[config.mk]
export PLATFORM = sky130hd
export DESIGN_NAME = bcd_counter_9999
export DESIGN_NICKNAME = d
export VERILOG_FILES = /design/src/rtl/bcd_counter_9999.sv
export SDC_FILE = /design/constraint.sdc
export NUM_CORES = 1
export LEC_CHECK = 0
export ABC_AREA = 1
export BUFFER_PORTS_ARGS = -buffer_cell sky130_fd_sc_hd__buf_2
export CORE_MARGIN = 2
export CORE_UTILIZATION = 40
export DETAILED_ROUTE_END_ITERATION = 8
export SYNTH_ARGS = -nofsm -noshare
export SYNTH_HDL_FRONTEND = slang
export SYNTH_SLANG_ARGS = --single-unit
export TNS_END_PERCENT = 50
[constraint.sdc]
create_clock -name clk -period 1.6 [get_ports clk]
set_input_delay 0 -clock clk [delete_from_list [all_inputs] [get_ports clk]]
set_output_delay 0 -clock clk [all_outputs]
set_load 0.01 [all_outputs]
[src/rtl/bcd_counter_9999.sv]
// bcd_counter_9999: 4-digit BCD up/down counter stepped by tick_in edges; COUNT_SATURATE_EN clamps at 0000/9999 instead of wrapping.
module bcd_counter_9999 #(
  parameter bit          EDGE_BOTH = 1'b0,
  parameter logic [15:0] RESET_VAL = 16'h0000
) (
  input  logic        clk,
  input  logic        rst_n,
  input  logic        tick_in,
  input  logic        en,
  input  logic        up_dn,
  input  logic        load,
  input  logic [15:0] load_val,
  output logic [15:0] bcd_out,
  output logic        tc,
  output logic        load_err
);
  logic        tick_q, tick_d;
  logic [15:0] cnt_q, cnt_d, cnt_up, cnt_dn;
  logic        tc_q, tc_d, err_q, err_d;
  logic        qual, ld_ok, at_lim, cy, bw;
  always_comb begin
    qual   = (EDGE_BOTH ? (tick_in ^ tick_q) : (tick_in & ~tick_q)) & en;
    tick_d = tick_in;
    ld_ok  = 1'b1;
    cy     = 1'b1;
    bw     = 1'b1;
    cnt_up = cnt_q;
    cnt_dn = cnt_q;
    for (int i = 0; i < 4; i++) begin
      ld_ok = ld_ok & (load_val[4*i+:4] <= 4'd9);
      cnt_up[4*i+:4] = cy ? (cnt_q[4*i+:4] == 4'd9 ? 4'd0 : cnt_q[4*i+:4] + 4'd1) : cnt_q[4*i+:4];
      cnt_dn[4*i+:4] = bw ? (cnt_q[4*i+:4] == 4'd0 ? 4'd9 : cnt_q[4*i+:4] - 4'd1) : cnt_q[4*i+:4];
      cy = cy & (cnt_q[4*i+:4] == 4'd9);
      bw = bw & (cnt_q[4*i+:4] == 4'd0);
    end
    // carry/borrow out of the top digit marks the 9999/0000 boundary
    at_lim = up_dn ? cy : bw;
`ifdef COUNT_SATURATE_EN
    cnt_d = load ? (ld_ok ? load_val : cnt_q) : (qual && !at_lim) ? (up_dn ? cnt_up : cnt_dn) : cnt_q;
`else
    cnt_d = load ? (ld_ok ? load_val : cnt_q) : qual ? (up_dn ? cnt_up : cnt_dn) : cnt_q;
`endif
    tc_d  = ~load & qual & at_lim;
    err_d = load & ~ld_ok;
  end
  always_ff @(posedge clk) begin
    if (!rst_n) begin
      tick_q <= 1'b1;
      cnt_q  <= RESET_VAL;
      tc_q   <= 1'b0;
      err_q  <= 1'b0;
    end else begin
      tick_q <= tick_d;
      cnt_q  <= cnt_d;
      tc_q   <= tc_d;
      err_q  <= err_d;
    end
  end
  assign bcd_out  = cnt_q;
  assign tc       = tc_q;
  assign load_err = err_q;
endmodule

Word-level counts from Yosys, hierarchy flattened. Index checks and enable logic that the tools add are counted.

Bits in registers: 19.

Add/subtract/negate cells: 8. Magnitude comparators: 4. Eq/ne operators: 8. Mux-type cells: 19. Bitwise logic cells: 17. Reduce and logical (&&, ||, !) cells: 12.

Operators by type and width (number): 2-to-1 mux 16 bit (4); 2-to-1 mux 4 bit (14); adder 4 x 1 -> 4 bit (second input constant) (4); == test 4 bit (second input constant) (4); <= comparator 4 bit (second input constant) (4); logical NOT 4 bit (4); subtractor 4 x 1 -> 4 bit (second input constant) (4); AND 1 bit (14); AND reduction 4 bit (3); != test 3 x 1 -> 1 bit (second input constant) (3); nonzero test 3 bit (3); NOT 1 bit (3); != test 2 x 1 -> 1 bit (second input constant) (1); AND reduction 2 bit (1); nonzero test 2 bit (1); 2-to-1 mux 1 bit (1).

Logic depth before layout (Yosys ltp).
Word-level depth: 7. Mapped depth: 11.

Worst setup path before layout. OpenSTA, ideal clock, no wires.

Path kind: register to register. Start: register cnt_q[0] (netlist: bcd_out[0]). End: register cnt_q[12] (netlist: bcd_out[12]). Setup time: 0.113 ns. Data arrival time: 1.127 ns. Setup slack: 0.360 ns. Stages on the path, launching flop included: 11. Path buffers: 0. Cell sequence: dfxtp_1 > nor2_4 > nand2_4 > nor2_4 > nand2_1 > nand2_1 > nand2_2 > clkinv_4 > nand2_4 > nor2_1 > nor2_1.

Cells in the longest elaborated chain, start to end: 5. Elaborated cells on any way between the ends: 9. Classes of those cells: eq/ne (2); bitwise (4); reduce/logical (3).

Ends and longest elaborated chain: from (decl) (RTL line 18) `logic [15:0] cnt_q, cnt_d, cnt_up, cnt_dn;`; from (signal assigned) (RTL line 54) `cnt_q <= cnt_d;`; == test 4 bit / logical NOT 4 bit (equally long branches) (RTL line 33, 34); AND 1 bit (on tied branches) (2 in a row) (RTL line 33, 34); != test 3 x 1 -> 1 bit (no line) / nonzero test 3 bit (equally long branches); AND reduction 4 bit (no line) (*).

Mark *: on every way between the ends. The rest lies on a longest branch, timed or not. A chain may end at the register's enable or synchronous reset.

Worst setup path after layout.
Start: register cnt_q[3] (netlist: bcd_out[3]). End: register cnt_q[4] (netlist: bcd_out[4]).

Cells in the longest elaborated chain, start to end: 3. Elaborated cells on any way between the ends: 5. Classes of those cells: eq/ne (2); reduce/logical (3).

Ends and longest elaborated chain (RTL line): == test 4 bit / logical NOT 4 bit (equally long branches) (33, 34); != test 3 x 1 -> 1 bit (no line) / nonzero test 3 bit (equally long branches); AND reduction 4 bit (no line) (*).

Marks and branches as above.

==> run_results.csv <==
group,metric,value,unit
outcome,status,"finished, final reports clean",
yosys,ys_seq_elements,19,
pwr,ir_drop,0.378,mV
clock_network,clk_path_buf_depth,2,
placed_design,gp_congestion,0.883,
final_layout,finalInstanceArea,1880,µm²
yosys,synth.most_common_cell,"nand2_1",
pwr,p_leak,0.966,nW
pwr,power,1.30,mW
worst_setup_path,crit_slowest_cell,"dfxtp_1",
final_layout,area_growth,19.1,%
floorplan,die_w,66.9,µm
yosys,synth_seq_area_share,24.0,%
yosys,syn-instance-count,281,
yosys,synth_top_cells_by_area,"dfxtp_1 (24%), nand2_1 (21%), nor2_1 (11%)",
drt,wl,4220,µm
global_routing,grt_max_degree,24,
yosys,synth_edf_count,0,
yosys,netlist_area,1580,µm²
floorplan,pin_count,40,
global_routing,track_usage,20.6,%
yosys,synth_top_area_share,24.0,%
timing,timing.final.crit_share,87.2,%
yosys,async_flop_share,0,%
timing,fin_ws,0.204,ns
final_layout,drive_gt1_share,22.0,%
final_layout,n_antenna_cell,0,
drt,ant_nets,0,
job,cap_violations,0,
timing,hold_viol,0,
global_routing,grt_pass1_vias,1553,
timing,clock_skew,0.00579,ns
drt,dr.first_iter.drc_count,107,
clock_network,path_clk_slew,0.08,ns
timing,fmax,0.716,GHz
drt,vias,1817,
timing,maxSlewViolCount,0,
worst_setup_path,start_kind,"flip-flop",
clock_network,cts.htree.levels,1,
yosys,synth_commonest_cells,"nand2_1 (89), nor2_1 (47), inv_1 (21), nand3_1 (21), dfxtp_1 (19)",
clock_network,post_cts_buffers,0,
worst_setup_path,worst_ep_required_time,1.80,ns
worst_setup_path,crit_family,"simple AND/OR/NAND/NOR gates",
yosys,ys.flop_type,"dfxtp_1",
floorplan,initial_core_util,42.3,%
global_routing,grt_first_pass_wirelength,7080,µm
worst_setup_path,path_common_cell,"nand2_1",
yosys,avgSynthCellArea,5.63,µm²
timing,period_needed,1.40,ns
placed_design,hpwl,3280,µm
clock_network,cts_buffers,3,
final_layout,final_util,50.3,%
hold_path,hp-class,"input pin to flip-flop",
final_layout,multi_input_area,1040,µm²
drt,wl_per_cell,11.4,µm
drt,dr.pass1.iters,4,
yosys,yosysUniqueCellTypes,29,
pwr,power_density,690,nW/µm²
clock_network,cts-root-buf,"clkbuf_8",
final_layout,fillCellCount,433,
global_routing,antenna_found_initial,0,
timing,slew_headroom,79.2,%
clock_network,clock_sinks,19,
drt,drc_errors,0,
clock_network,cts_tree,"yes",
placed_design,portBuffers,39,
worst_setup_path,crit_buf_inv,1,
timing,rsz0062_at_grt,"false",
yosys,syn_nets,303,
floorplan,die_area,4480,µm²
placed_design,detailed_place.area,1830,µm²
worst_setup_path,critPathKind,"flip-flop to flip-flop",
global_routing,grt_overflow,0,
placed_design,pre_cts_ws,0.244,ns
worst_setup_path,cp_max_fo,6,
final_layout,fin_nets,345,
worst_setup_path,crit_path_end_kind,"flip-flop",
floorplan,core,3740,µm²
floorplan,fp-row-count,22,
yosys,ys_warn_count,0,
floorplan,die_y,66.9,µm
worst_setup_path,cp.arrival,1.60,ns
timing,tns,0,ns
yosys,yosys.area.top_type,"dfxtp_1",
timing,tightestPinTransition,0.312,ns
clock_network,cts_repair_resize_count,0,
clock_network,hold_buffers,1,
timing,finalSetupViolations,0,
worst_setup_path,max_stage_delay,0.47,ns
clock_network,clock_latency,0.26,ns
final_layout,seq_area,380,µm²
worst_setup_path,cp_cell_sequence,"nand2_2 > o21ai_2 > nand2_1 > inv_2 > nand2_2 > nand2_1 > nand2_1 > nor2_1",
drt,vias_per_cell,4.91,
path summary, 6_finish.rpt:
path | from | endpoint | cells past startpoint | slack (ns)
worst max-delay path | bcd_out[3] | bcd_out[4] | 8 | 0.20
worst min-delay path | en | tc | 3 | 0.007
worst max register to register | bcd_out[3] | bcd_out[4] | 8 | 0.20
worst min register to register | tick_q | tc | 3 | 0.50
tightest hold or removal path, cell delays in order:
cell     delay (ns)
buf_2          0.10
nand4_1        0.08
nor4_1         0.05
state kept, by name (all words and copies together) (netlist names):
register,count
load_err,1
tc,1
bcd_out,16
tick_q,1
per-stage QoR:
stage                     hold slack [ns]  instances
final                             0.00707        370
after global routing               0.0227        370
after CTS                         0.00612        370
after detailed placement            0.215        365
after global placement              0.206        365
after floorplan                    0.0848        281
logic make-up after synthesis:
kind of cell    synth area share [%]
compound gates                  14.6
xor+xnor                        1.11
buf+inv                         9.96
flops                           24.0
simple gates                    50.3
metal layers:
layer	GRT usage [%]	up-vias	share of wire, %
li1	-	977	-
met4	4.08	0	0.40
met3	3.55	2	5.2
met5	0	-	0
met1	28.7	791	50
met2	33.1	47	45
layout make-up:
cell class	instances	area share, %
inverters	28	5.91
well taps	48	3.19
repair buffers	45	12.9
clock buffers	4	2.39
multi-input cells	226	55.4
flip-flops and latches	19	20.2
where the power goes:
group	total [mW]	switching (mW)	internal (mW)
Sequential	0.535	0.0374	0.498
Clock	0.361	0.183	0.178
Combinational	0.404	0.251	0.153
Total	1.30	0.471	0.829
placed cells by master, fill, tap and decap left out, drive strengths merged:
| cell type | instances |
|---|---|
| clkbuf | 4 |
| o2111ai | 1 |
| dfxtp | 19 |
| nor3 | 4 |
| clkinv | 2 |
| o211ai | 3 |
| and2 | 3 |
| a211oi | 1 |
| xor2 | 2 |
| nand3 | 22 |
| buf | 44 |
| nor4 | 1 |
| or2 | 1 |
| nor2 | 52 |
| nand2 | 97 |
| inv | 26 |
| dlygate4sd3 | 1 |
| nand4 | 2 |
| a21oi | 12 |
| o21ai | 25 |
No activity file was read; power rests on OpenSTA's default activity.
